## config.mk

```make
export PLATFORM = sky130hd
export DESIGN_NAME = sdfa_cfg_serializer
export DESIGN_NICKNAME = d
export VERILOG_FILES = /design/src/rtl/sdfa_cfg_serializer.sv
export SDC_FILE = /design/constraint.sdc
export NUM_CORES = 1
export LEC_CHECK = 0
export ABC_AREA = 0
export BUFFER_PORTS_ARGS = -buffer_cell sky130_fd_sc_hd__clkbuf_2
export CAP_MARGIN = 20
export CORE_ASPECT_RATIO = 1.1
export CORE_MARGIN = 2
export CORE_UTILIZATION = 45
export CTS_CLUSTER_DIAMETER = 30
export DETAILED_ROUTE_END_ITERATION = 6
export PLACE_DENSITY = 0.63
export SLEW_MARGIN = 20
export SYNTH_ARGS = -nofsm -noshare
export SYNTH_HDL_FRONTEND = slang
export SYNTH_SLANG_ARGS = --single-unit
```

## constraint.sdc

```tcl
create_clock -name clk -period 4.2 [get_ports clk]
set_input_delay 0.84 -clock clk [delete_from_list [all_inputs] [get_ports clk]]
set_output_delay 0.84 -clock clk [all_outputs]
set_load 0.05 [all_outputs]
```

## src/rtl/sdfa_cfg_serializer.sv

```systemverilog
// Set-up port transmitter for the SDFA controller: holds master/block config words in shadow
// registers and streams the packed images LSB-first, one bit per set_up_req-gated cycle.
module sdfa_cfg_serializer #(
    parameter int unsigned N_WORDS     = 9,
    parameter int unsigned M_W         = 28,
    parameter int unsigned B_W         = 19,
    parameter int unsigned MASTER_BITS = 255,
    parameter int unsigned BLOCK_BITS  = 171
) (
    input  logic           clk,
    input  logic           rstn,
    input  logic           cfg_we,
    input  logic           cfg_sel,
    input  logic [3:0]     cfg_addr,
    input  logic [M_W-1:0] cfg_wdata,
    input  logic           start,
    input  logic           set_up_req,
    output logic           master_in,
    output logic           master_inf_valid,
    output logic           block_in,
    output logic           block_inf_valid,
    output logic           busy,
    output logic           done,
    output logic           cfg_err
);

    localparam logic [7:0] M_LAST = 8'(MASTER_BITS);
    localparam logic [7:0] B_LAST = 8'(BLOCK_BITS);

    typedef enum logic [1:0] {StIdle, StShift, StDone} state_e;

    state_e                r_state;
    logic [M_W-1:0]        r_mword [N_WORDS];
    logic [B_W-1:0]        r_bword [N_WORDS];
    logic [2:0]            r_layer;
    logic [7:0]            r_mcnt;
    logic [7:0]            r_bcnt;
    logic                  r_min;
    logic                  r_mval;
    logic                  r_bin;
    logic                  r_bval;
    logic                  r_err;

    logic [MASTER_BITS-1:0] w_mimg;
    logic [BLOCK_BITS-1:0]  w_bimg;
    logic                   w_addr_ok;
    logic                   w_wr;
    logic                   w_err;

    always_comb begin
        w_mimg = '0;
        w_bimg = '0;
        for (int k = 0; k < N_WORDS; k++) begin
            w_mimg[k*M_W +: M_W] = r_mword[k];
            w_bimg[k*B_W +: B_W] = r_bword[k];
        end
        w_mimg[MASTER_BITS-1 -: 3] = r_layer;
    end

    // Master bank has an extra slot at address 9 for the LAYER field.
    assign w_addr_ok = cfg_sel ? (cfg_addr < 4'd9) : (cfg_addr < 4'd10);
    assign w_wr      = cfg_we && (r_state == StIdle) && w_addr_ok;
    assign w_err     = (cfg_we && ((r_state != StIdle) || !w_addr_ok)) ||
                       (start && (r_state == StDone));

    always_ff @(posedge clk or negedge rstn) begin
        if (!rstn) begin
            r_state <= StIdle;
            for (int k = 0; k < N_WORDS; k++) begin
                r_mword[k] <= '0;
                r_bword[k] <= '0;
            end
            r_layer <= '0;
            r_mcnt  <= '0;
            r_bcnt  <= '0;
            r_min   <= 1'b0;
            r_mval  <= 1'b0;
            r_bin   <= 1'b0;
            r_bval  <= 1'b0;
            r_err   <= 1'b0;
        end else begin
            r_err  <= w_err;
            r_mval <= 1'b0;
            r_bval <= 1'b0;
            if (w_wr) begin
                if (cfg_sel) begin
                    r_bword[cfg_addr] <= cfg_wdata[B_W-1:0];
                end else if (cfg_addr == 4'd9) begin
                    r_layer <= cfg_wdata[2:0];
                end else begin
                    r_mword[cfg_addr] <= cfg_wdata;
                end
            end
            case (r_state)
                StIdle: begin
                    if (start) r_state <= StShift;
                end
                StShift: begin
                    // Counters stop at the image length; a further valid would
                    // overwrite bit 0 at the receiver.
                    if (set_up_req && (r_mcnt < M_LAST)) begin
                        r_mval <= 1'b1;
                        r_min  <= w_mimg[r_mcnt];
                        r_mcnt <= r_mcnt + 8'd1;
                    end
                    if (set_up_req && (r_bcnt < B_LAST)) begin
                        r_bval <= 1'b1;
                        r_bin  <= w_bimg[r_bcnt];
                        r_bcnt <= r_bcnt + 8'd1;
                    end
                    if ((r_mcnt == M_LAST) && (r_bcnt == B_LAST)) r_state <= StDone;
                end
                default: ;
            endcase
        end
    end

    assign master_in        = r_min;
    assign master_inf_valid = r_mval;
    assign block_in         = r_bin;
    assign block_inf_valid  = r_bval;
    assign cfg_err          = r_err;
    assign busy             = (r_state == StShift);
    assign done             = (r_state == StDone);

endmodule

```

==> impl_metrics.yaml, run 1 <==
timing:
  rsz0062_at_grt: "no"
  worst_slew_pin_slew_ps: 947
  final-setup-viol-count: 0
  slew-limit-headroom_pct: 36.9
  final.setup.tns_ps: 0
  maxSlewViolCount: 0
  fmax_mhz: 333
  finClkSkew_ps: 20.8
  finalCritPeriodShare_pct: 71.5
  holdWs_ps: 325
  hold_viol_final: 0
  finalCriticalPeriod_ps: 3000
setup_path:
  startpoint_type: "flop"
  critPathKind: "flop to flop"
  cp-end-kind: "flop"
  required_ps: 4680
  path_max_fanout: 31
  reg2reg_depth: 8
  crit_arrival_ps: 3480
grt:
  grt_usage_pct: 22.2
  antenna_found_initial: 6
  first_global_vias: 12800
  grt_overflow: 0
  grt_pass1_wl_mm: 79.5
  grt_max_degree: 113
placement:
  gp_congestion: 0.881
  portBuffers: 44
  dp.final_hpwl_mm: 29.3
  dpl_cell_area_sq_um: 21400
yosys:
  synth_flop_cell: "dfrtp_1"
  synth-xor-area-share_pct: 0.554
  synth-adder-area-share_pct: 0.122
  synth-simple-area-share_pct: 3.00
  synth_compound_area_share_pct: 2.05
  ys_seq_area_share_pct: 54.6
  synthDistinctLibCells: 67
  synthArstFlopShare_pct: 100
  ys_warn_count: 0
  muxShareOfSynthArea_pct: 37.3
  syn_nets: 1324
  syn_inst: 1284
  syn_area_sq_um: 20600
  avgSynthCellArea_sq_um: 16.0
  synth_top_family_by_area: "multiplexers"
  synth_edf_count: 0
  postSynthRegisterBits: 449
routing:
  drc: 0
  drtPass1Iterations: 4
  drt_wl_total_mm: 51.1
  wire_per_inst_um: 25.3
  drt_iter0_drc: 900
  postRouteAntennaNets: 0
  viasPerCell: 5.86
  via_count: 11800
layout:
  fillers: 3591
  area_delta_synth_final_pct: 20.0
  design_area_sq_um: 24700
  final_layout_size_suffix_gt1_share_pct: 51.8
  fin_util_pct: 54.4
  fin_nets: 1390
flow_run:
  drv_cap: 0
clock_tree:
  path_clk_slew_ps: 50
  cts_root_buf: "clkbuf_16"
  cts_hold_buf: 0
  cts_buffer_depth: 3
  numClockSinks: 449
  post-cts-setup-buffer-count: 0
  insertion_delay_ps: 610
  cts_resized: 0
  cts_buffers: 90
  cts_tree: "yes"
  cts-htree-levels: 3
power_and_ir_drop:
  leakage_uw: 0.0121
  ir_drop_uv: 326
  p_per_area_nw_per_um2: 584
floorplan:
  ios: 45
  core_sq_um: 45300
  die_h_um: 228
  die_x_um: 208
  rows: 82
  die_area_sq_um: 47400
  initial_core_util_pct: 45.4
run_status:
  status: "complete, no violations"
worst_hold_path:
  min_path_type: "input port to asynchronous set/reset pin"
cells in the mapped netlist (3+ instances only):
cell | count | share of area [%]
dfrtp_1 | 449 | 55
mux2_2 | 354 | 19
mux4_2 | 112 | 12
mux2_1 | 60 | 3.3
clkbuf_1 | 44 | 0.80
mux2_4 | 20 | 1.5
buf_2 | 19 | 0.46
mux2i_1 | 19 | 0.92
nand2_1 | 18 | 0.33
buf_1 | 17 | 0.31
nor2_1 | 17 | 0.31
a22oi_1 | 11 | 0.40
nor2b_1 | 11 | 0.33
a21oi_1 | 9 | 0.22
xnor2_1 | 9 | 0.38
buf_6 | 8 | 0.44
nand4_1 | 8 | 0.24
inv_1 | 6 | 0.11
nand2_2 | 6 | 0.18
buf_4 | 5 | 0.18
o21ai_0 | 5 | 0.12
nand3_1 | 4 | 0.097
nand3b_1 | 4 | 0.15
xor2_1 | 4 | 0.17
and3_1 | 3 | 0.091
nand2_4 | 3 | 0.16
nand2b_1 | 3 | 0.091
nand3_2 | 3 | 0.15
o211ai_1 | 3 | 0.11
o221ai_1 | 3 | 0.13
logic make-up (layout without fill, tap and decap cells):
group | Yosys count | count (layout)
AO/OA/AOI/OAI | 57 | 57
XOR/XNOR | 13 | 13
adder cells (fa/ha/maj) | 2 | 2
buffers and inverters | 100 | 240
flip-flops | 449 | 449
multiplexers | 565 | 565
other | 0 | 5
AND/OR/NAND/NOR | 98 | 98
stage by stage:
step,setup WS (ps),total power (uW),cells
global route,922,14900,2015
global placement,813,6840,1846
floorplan,1250,6110,1284
CTS,1150,14600,2012
finish,1200,14400,2017
detailed placement,757,6860,1846
report_power, final:
group | internal (uW) | switching (uW)
logic | 851 | 1050
clock network | 5280 | 2360
registers | 4450 | 417
total | 10600 | 3830
state kept, by name, indices dropped and copies added (netlist names):
signal	count
r_mcnt	8
cfg_err	1
r_bword	171
master_in	1
block_inf_valid	1
r_bcnt	8
r_state	2
block_in	1
r_mword	252
r_layer	3
master_inf_valid	1
worst paths after layout:
check | to | slack [ps] | startpoint
min in group clk | r_mword[215]$_DFFE_PN0P_ | 480 | r_mword[215]$_DFFE_PN0P_
worst min register to register | r_mword[215]$_DFFE_PN0P_ | 480 | r_mword[215]$_DFFE_PN0P_
worst max register to register | block_in$_DFFE_PN0P_ | 1200 | r_bcnt[1]$_DFFE_PN0P_
worst max-delay path | block_in$_DFFE_PN0P_ | 1200 | r_bcnt[1]$_DFFE_PN0P_
worst min-delay path | r_mword[184]$_DFFE_PN0P_ | 320 | rstn
max in group asynchronous | r_mcnt[0]$_DFFE_PN0P_ | 2800 | rstn
final cells by class:
class,instances,area [sq um],area share [%]
Clock buffer,109,2460,9.99
Clock inverter,57,835,3.38
Inverter,7,26.3,0.106
Sequential cell,449,11200,45.5
Antenna cell,5,12.5,0.0507
Tap cell,588,736,2.98
Multi-Input combinational cell,735,8850,35.9
Timing Repair Buffer,67,515,2.09
metal layers:
metal / vias up / global-route usage (%) / part of all wire [%]
li1: 5010 / - / -
met1: 6434 / 30.8 / 45
met2: 291 / 34.9 / 48
met3: 76 / 4.41 / 5.1
met4: 2 / 8.13 / 2.3
met5: - / 0 / 0.025
layout by cell type (no fill, tap or decap), drive strengths merged, types with 4 or more instances in the layout:
cell type    n
dfrtp      449
mux2       434
clkbuf     152
mux4       112
nand2       27
buf         24
clkinv      23
mux2i       19
bufinv      18
nor2        17
inv         12
nor2b       11
a22oi       11
clkinvlp    11
a21oi       10
xnor2        9
nand4        8
nand3        8
diode        5
o21ai        5
xor2         4
nand3b       4
worst max-delay path, stage by stage, from the launching register on:
cell	delay (ps)
dfrtp_2	720
buf_4	380
ha_1	260
o21a_1	170
o21ai_0	140
nand2_1	70
a21oi_1	660
nand3_1	150
o32a_1	320
No activity file was read; power rests on OpenSTA's default activity.
==> run 2: changes to the inputs <==
Clock period 4.2 ns to 3 ns, I/O delays scaled along.
==> impl_metrics.yaml, run 2 (synthesis results as in run 1) <==
floorplan:
  die_x_um: 208
  core_sq_um: 45300
  ios: 45
  rows: 82
  die_area_sq_um: 47400
  die_h_um: 228
  initial_core_util_pct: 45.4
layout:
  fin_nets: 1422
  final_cell_mix: "dfrtp_1 (445), mux2_2 (354), mux4_2 (112), clkbuf_16 (93), mux2_1 (60)"
  mostFrequentLayoutCell: "dfrtp_1"
  area_delta_synth_final_pct: 21.4
  fillers: 3564
  largest_register_ff_count: 252
  max_flop_register: "r_mword"
  final_layout_size_suffix_gt1_share_pct: 53.1
  design_area_sq_um: 25000
  top_regs: "r_mword x252, r_bword x171"
  diodes: 0
power_and_ir_drop:
  net-switching-power_uw: 5580
  leakage_uw: 0.0123
  swShare_pct: 27.3
  pwr-share-seq_pct: 33.1
  combPwrFrac_pct: 14.3
  pwr-share-clk_pct: 52.7
  p_per_area_nw_per_um2: 819
  p_int_uw: 14900
  ir_drop_uv: 439
clock_tree:
  cts_buffers: 91
  cts-htree-levels: 3
  cts_tree: "yes"
  insertion_delay_ps: 610
  cts_root_buf: "clkbuf_16"
  cts_buffer_depth: 3
  numClockSinks: 449
  path_clk_slew_ps: 50
grt:
  first_global_vias: 13100
  grt_overflow: 0
  antenna_found_initial: 1
  grt_pass1_wl_mm: 81.2
  grt_max_degree: 81
  grt_usage_pct: 22.6
setup_path:
  r2r-start: "r_bcnt[0]$_DFFE_PN0P_"
  crit_chain: "buf_12 -> mux4_2 -> mux4_2 -> o21ai_0 -> a21oi_1 -> o32a_1"
  crit_buf_inv: 1
  crit_path_max_incr_delay_ps: 660
  cp-startpoint: "r_bcnt[0]$_DFFE_PN0P_"
  startpoint_type: "flop"
  cp_slowest_cell: "dfrtp_2"
  reg2reg_depth: 6
  crit_family: "multiplexers"
  path_depth: 6
  cp-end-kind: "flop"
  path_max_fanout: 15
  critPathKind: "flop to flop"
  crit_arrival_ps: 3300
  required_ps: 3480
  cpMostUsedCell: "mux4_2"
routing:
  drt_iter0_drc: 709
  drc: 0
  drtPass1Iterations: 5
  viasPerCell: 5.86
  via_count: 12000
  wire_per_inst_um: 25.4
  postRouteAntennaNets: 0
  drt_wl_total_mm: 52.1
placement:
  gp_congestion: 0.847
  dp.final_hpwl_mm: 30.2
  pre_cts_ws_ps: 78.0
  dpl_cell_area_sq_um: 21600
  portBuffers: 44
worst_hold_path:
  hp-start: "start"
  worstHoldPathCells: 3
  min_path_type: "input port to flop"
timing:
  worst_slew_pin_slew_ps: 887
  fmax_mhz: 355
  final-setup-viol-count: 0
  holdWs_ps: 303
  rsz0062_at_grt: "no"
  finClkSkew_ps: 24.1
  maxSlewViolCount: 0
  final.setup.tns_ps: 0
  slew-limit-headroom_pct: 40.9
  hold_viol_final: 0
  finalCritPeriodShare_pct: 94.0
  layout_setup_ws_ps: 181
  finalCriticalPeriod_ps: 2820
run_status:
  status: "complete, no violations"
flow_run:
  drv_cap: 0
[run 2: changes by cell type in the layout (fill, tap and decap cells not counted)]
cell           delta
bufinv_16         -2
buf_12            +3
clkbuf_8          -4
inv_16            -1
inv_6             +8
clkbuf_16         +2
buf_4            +27
clkinv_4          +6
diode_2           -5
dlygate4sd3_1     +1
clkbuf_1          -3
[run 2: final timing paths]
path	end	slack [ps]
worst max-delay path	block_in$_DFFE_PN0P_	180
worst min-delay path	r_state[0]$_DFFE_PN0P_	300
worst max register to register	block_in$_DFFE_PN0P_	180
worst min register to register	r_mword[211]$_DFFE_PN0P_	480
max in group asynchronous	r_mcnt[0]$_DFFE_PN0P_	1590
min in group asynchronous	r_mword[192]$_DFFE_PN0P_	540
[run 2: through the flow]
step                std cells  utilization [%]  total power (uW)
floorplan                1284                -              8550
global placement         1876             47.7              9760
detailed placement       1876             47.7              9780
CTS                      2049             55.1             20600
global route             2049             55.1             21100
finish                   2049             55.1             20400
[run 2: metal layers]
layer	GRT usage, %	up-vias	wire (um)
met5	0	-	0
met4	8.20	0	1270
met3	4.35	78	2430
met2	35.8	285	25200
met1	31.2	6574	23200
li1	-	5078	-
[run 2: cell type report]
class / instances / area [sq um] / area share [%]
clock buffer: 104 / 2450 / 9.81
sequential: 449 / 11200 / 45.0
multi-input combinational: 735 / 8850 / 35.4
timing repair buffer: 98 / 788 / 3.16
inverter: 7 / 26.3 / 0.105
tap: 588 / 736 / 2.95
clock inverter: 68 / 877 / 3.51
[run 2: timing repair]
action / in CTS / in global routing
buffers inserted: 0 / 0
endpoints found under the hold margin: 49 / 0
hold buffers: 1 / 0
resized for setup: 0 / 0
endpoints found under the setup margin: 0 / 0
[run 2: tightest hold or removal path, cell delays in order]
cell and delay [ps]:
clkbuf_2 100, a21oi_1 70, nor2_1 90
[run 2: power groups by stage]
stage | logic [uW] | clock network, uW | registers [uW]
after floorplan | 2100 | 0 | 6450
after global placement | 2920 | 0 | 6850
after detailed placement | 2930 | 0 | 6850
after CTS | 2940 | 10900 | 6760
after global routing | 3120 | 11200 | 6800
final | 2910 | 10800 | 6760
==> run 3: changes to the inputs <==
Settings changed: PLACE_DENSITY 0.63 to 0.7.
Clock period 3 ns to 2.5 ns, I/O delays scaled along.
==> impl_metrics.yaml, run 3 (synthesis results as in run 1) <==
clock_tree:
  insertion_delay_ps: 590
  cts-htree-levels: 3
  cts_buffers: 79
  cts_tree: "yes"
  path_clk_slew_ps: 50
  cts_buffer_depth: 3
  cts_root_buf: "clkbuf_16"
  numClockSinks: 449
layout:
  final_layout_size_suffix_gt1_share_pct: 54.6
  area_delta_synth_final_pct: 23.3
  top_regs: "r_mword x252, r_bword x171"
  fin_nets: 1458
  final_cell_mix: "dfrtp_1 (445), mux2_2 (353), mux4_2 (112), clkbuf_16 (82), buf_4 (62)"
  fillers: 3465
  multi_input_area_sq_um: 8930
  largest_register_ff_count: 252
  max_flop_register: "r_mword"
  mostFrequentLayoutCell: "dfrtp_1"
  design_area_sq_um: 25400
  seqCellArea_sq_um: 11200
grt:
  grt_overflow: 0
  grt_usage_pct: 22.2
  antenna_found_initial: 2
  first_global_vias: 13200
  grt_max_degree: 82
  grt_pass1_wl_mm: 80.8
worst_hold_path:
  min_path_type: "input port to flop"
  min_to: "r_state[0]$_DFFE_PN0P_"
  hp-start: "start"
  worstHoldPathCells: 3
setup_path:
  cp-end-kind: "flop"
  r2r_end: "block_in$_DFFE_PN0P_"
  reg2reg_depth: 7
  path_max_fanout: 8
  r2r-start: "r_bcnt[0]$_DFFE_PN0P_"
  crit_arrival_ps: 3120
  critPathKind: "flop to flop"
  startpoint_type: "flop"
  r2r_setup_slack_ps: -150
  required_ps: 2980
power_and_ir_drop:
  p_per_area_nw_per_um2: 945
  leakage_uw: 0.0125
  ir_drop_uv: 534
timing:
  finalCritPeriodShare_pct: 106
  fmax_mhz: 378
  layout_setup_ws_ps: -147
  worst_slew_pin_slew_ps: 900
  finalCriticalPeriod_ps: 2650
  slew-limit-headroom_pct: 40.0
  rsz0062_at_grt: "yes"
  hold_viol_final: 0
  maxSlewViolCount: 0
  holdWs_ps: 206
  final-setup-viol-count: 1
  finClkSkew_ps: 21.8
routing:
  drt_wl_total_mm: 51.8
  viasPerCell: 5.87
  drtPass1Iterations: 5
  drt_iter0_drc: 825
  postRouteAntennaNets: 0
  wire_per_inst_um: 25.0
  via_count: 12200
  drc: 0
placement:
  dp.final_hpwl_mm: 30.2
  gp_congestion: 0.859
  dpl_cell_area_sq_um: 22100
  pre_cts_ws_ps: -236
  portBuffers: 44
floorplan:
  ios: 45
  die_h_um: 228
  rows: 82
  die_area_sq_um: 47400
  core_sq_um: 45300
  initial_core_util_pct: 45.4
  die_x_um: 208
run_status:
  status: "finished, violations left"
  violations: "negative setup slack"
flow_run:
  drv_cap: 0
## run 3: worst max-delay path by stage
| stage | start | endpoint | slack (ps) |
|---|---|---|---|
| after detailed placement | r_bcnt[0]$_DFFE_PN0P_ | block_in$_DFFE_PN0P_ | -240 |
| after floorplan | cfg_addr[1] | r_mword[140]$_DFFE_PN0P_ | -60 |
| after global routing | r_bcnt[0]$_DFFE_PN0P_ | block_in$_DFFE_PN0P_ | -190 |
| after global placement | r_bcnt[0]$_DFFE_PN0P_ | block_in$_DFFE_PN0P_ | -230 |
| after CTS | r_bcnt[0]$_DFFE_PN0P_ | block_in$_DFFE_PN0P_ | -150 |
| final | r_bcnt[0]$_DFFE_PN0P_ | block_in$_DFFE_PN0P_ | -150 |
## run 3: per-layer routing
layer  vias to the layer above  part of all wire (%)  global-route usage (%)
met3                        91                   5.1                    3.57
met5                         -                 0.017                       0
li1                       5130                     -                       -
met1                      6618                    44                    30.6
met2                       339                    49                    35.8
met4                         2                   2.4                    8.36
## run 3: where the power goes
group          internal (uW)  switching [uW]  total, uW
registers               7480             386       7870
clock network           7860            3890      11700
logic                   2060            2290       4350
total                  17400            6570      24000
## run 3: per-stage QoR
step	TNS (ps)	utilization (%)	std cells	total power (uW)
global placement	-5520	48.8	1908	11800
floorplan	-1160	-	1284	10300
detailed placement	-17330	48.8	1908	11900
CTS	-149	55.7	2071	24000
finish	-147	55.9	2074	24000
global route	-678	55.9	2072	24700
## run 3: layout make-up
| type | count | share of cell area [%] |
|---|---|---|
| diodes | 2 | 0.0197 |
| clock buffers | 92 | 8.43 |
| well taps | 588 | 2.90 |
| repair buffers | 146 | 5.85 |
| clock inverters | 55 | 3.14 |
| multi-input cells | 735 | 35.2 |
| flip-flops and latches | 449 | 44.3 |
| inverters | 7 | 0.104 |
## run 3: what timing repair did
| item | 4_1_cts | 5_1_grt |
|---|---|---|
| pin swaps | 2 | 7 |
| gates resized for setup | 6 | 18 |
| setup endpoints to repair | 5 | 9 |
| cloned | 0 | 1 |
| endpoints found under the hold margin | 46 | 0 |
| buffers inserted | 15 | 1 |
| hold buffers | 1 | 0 |
## run 3: worst max-delay path, stage by stage (launching register included)
cell and delay, ps:
dfrtp_4 530, buf_12 140, mux4_2 490, mux4_2 480
mux2_4 300, o211ai_1 200, a21oi_2 80, o32a_1 310
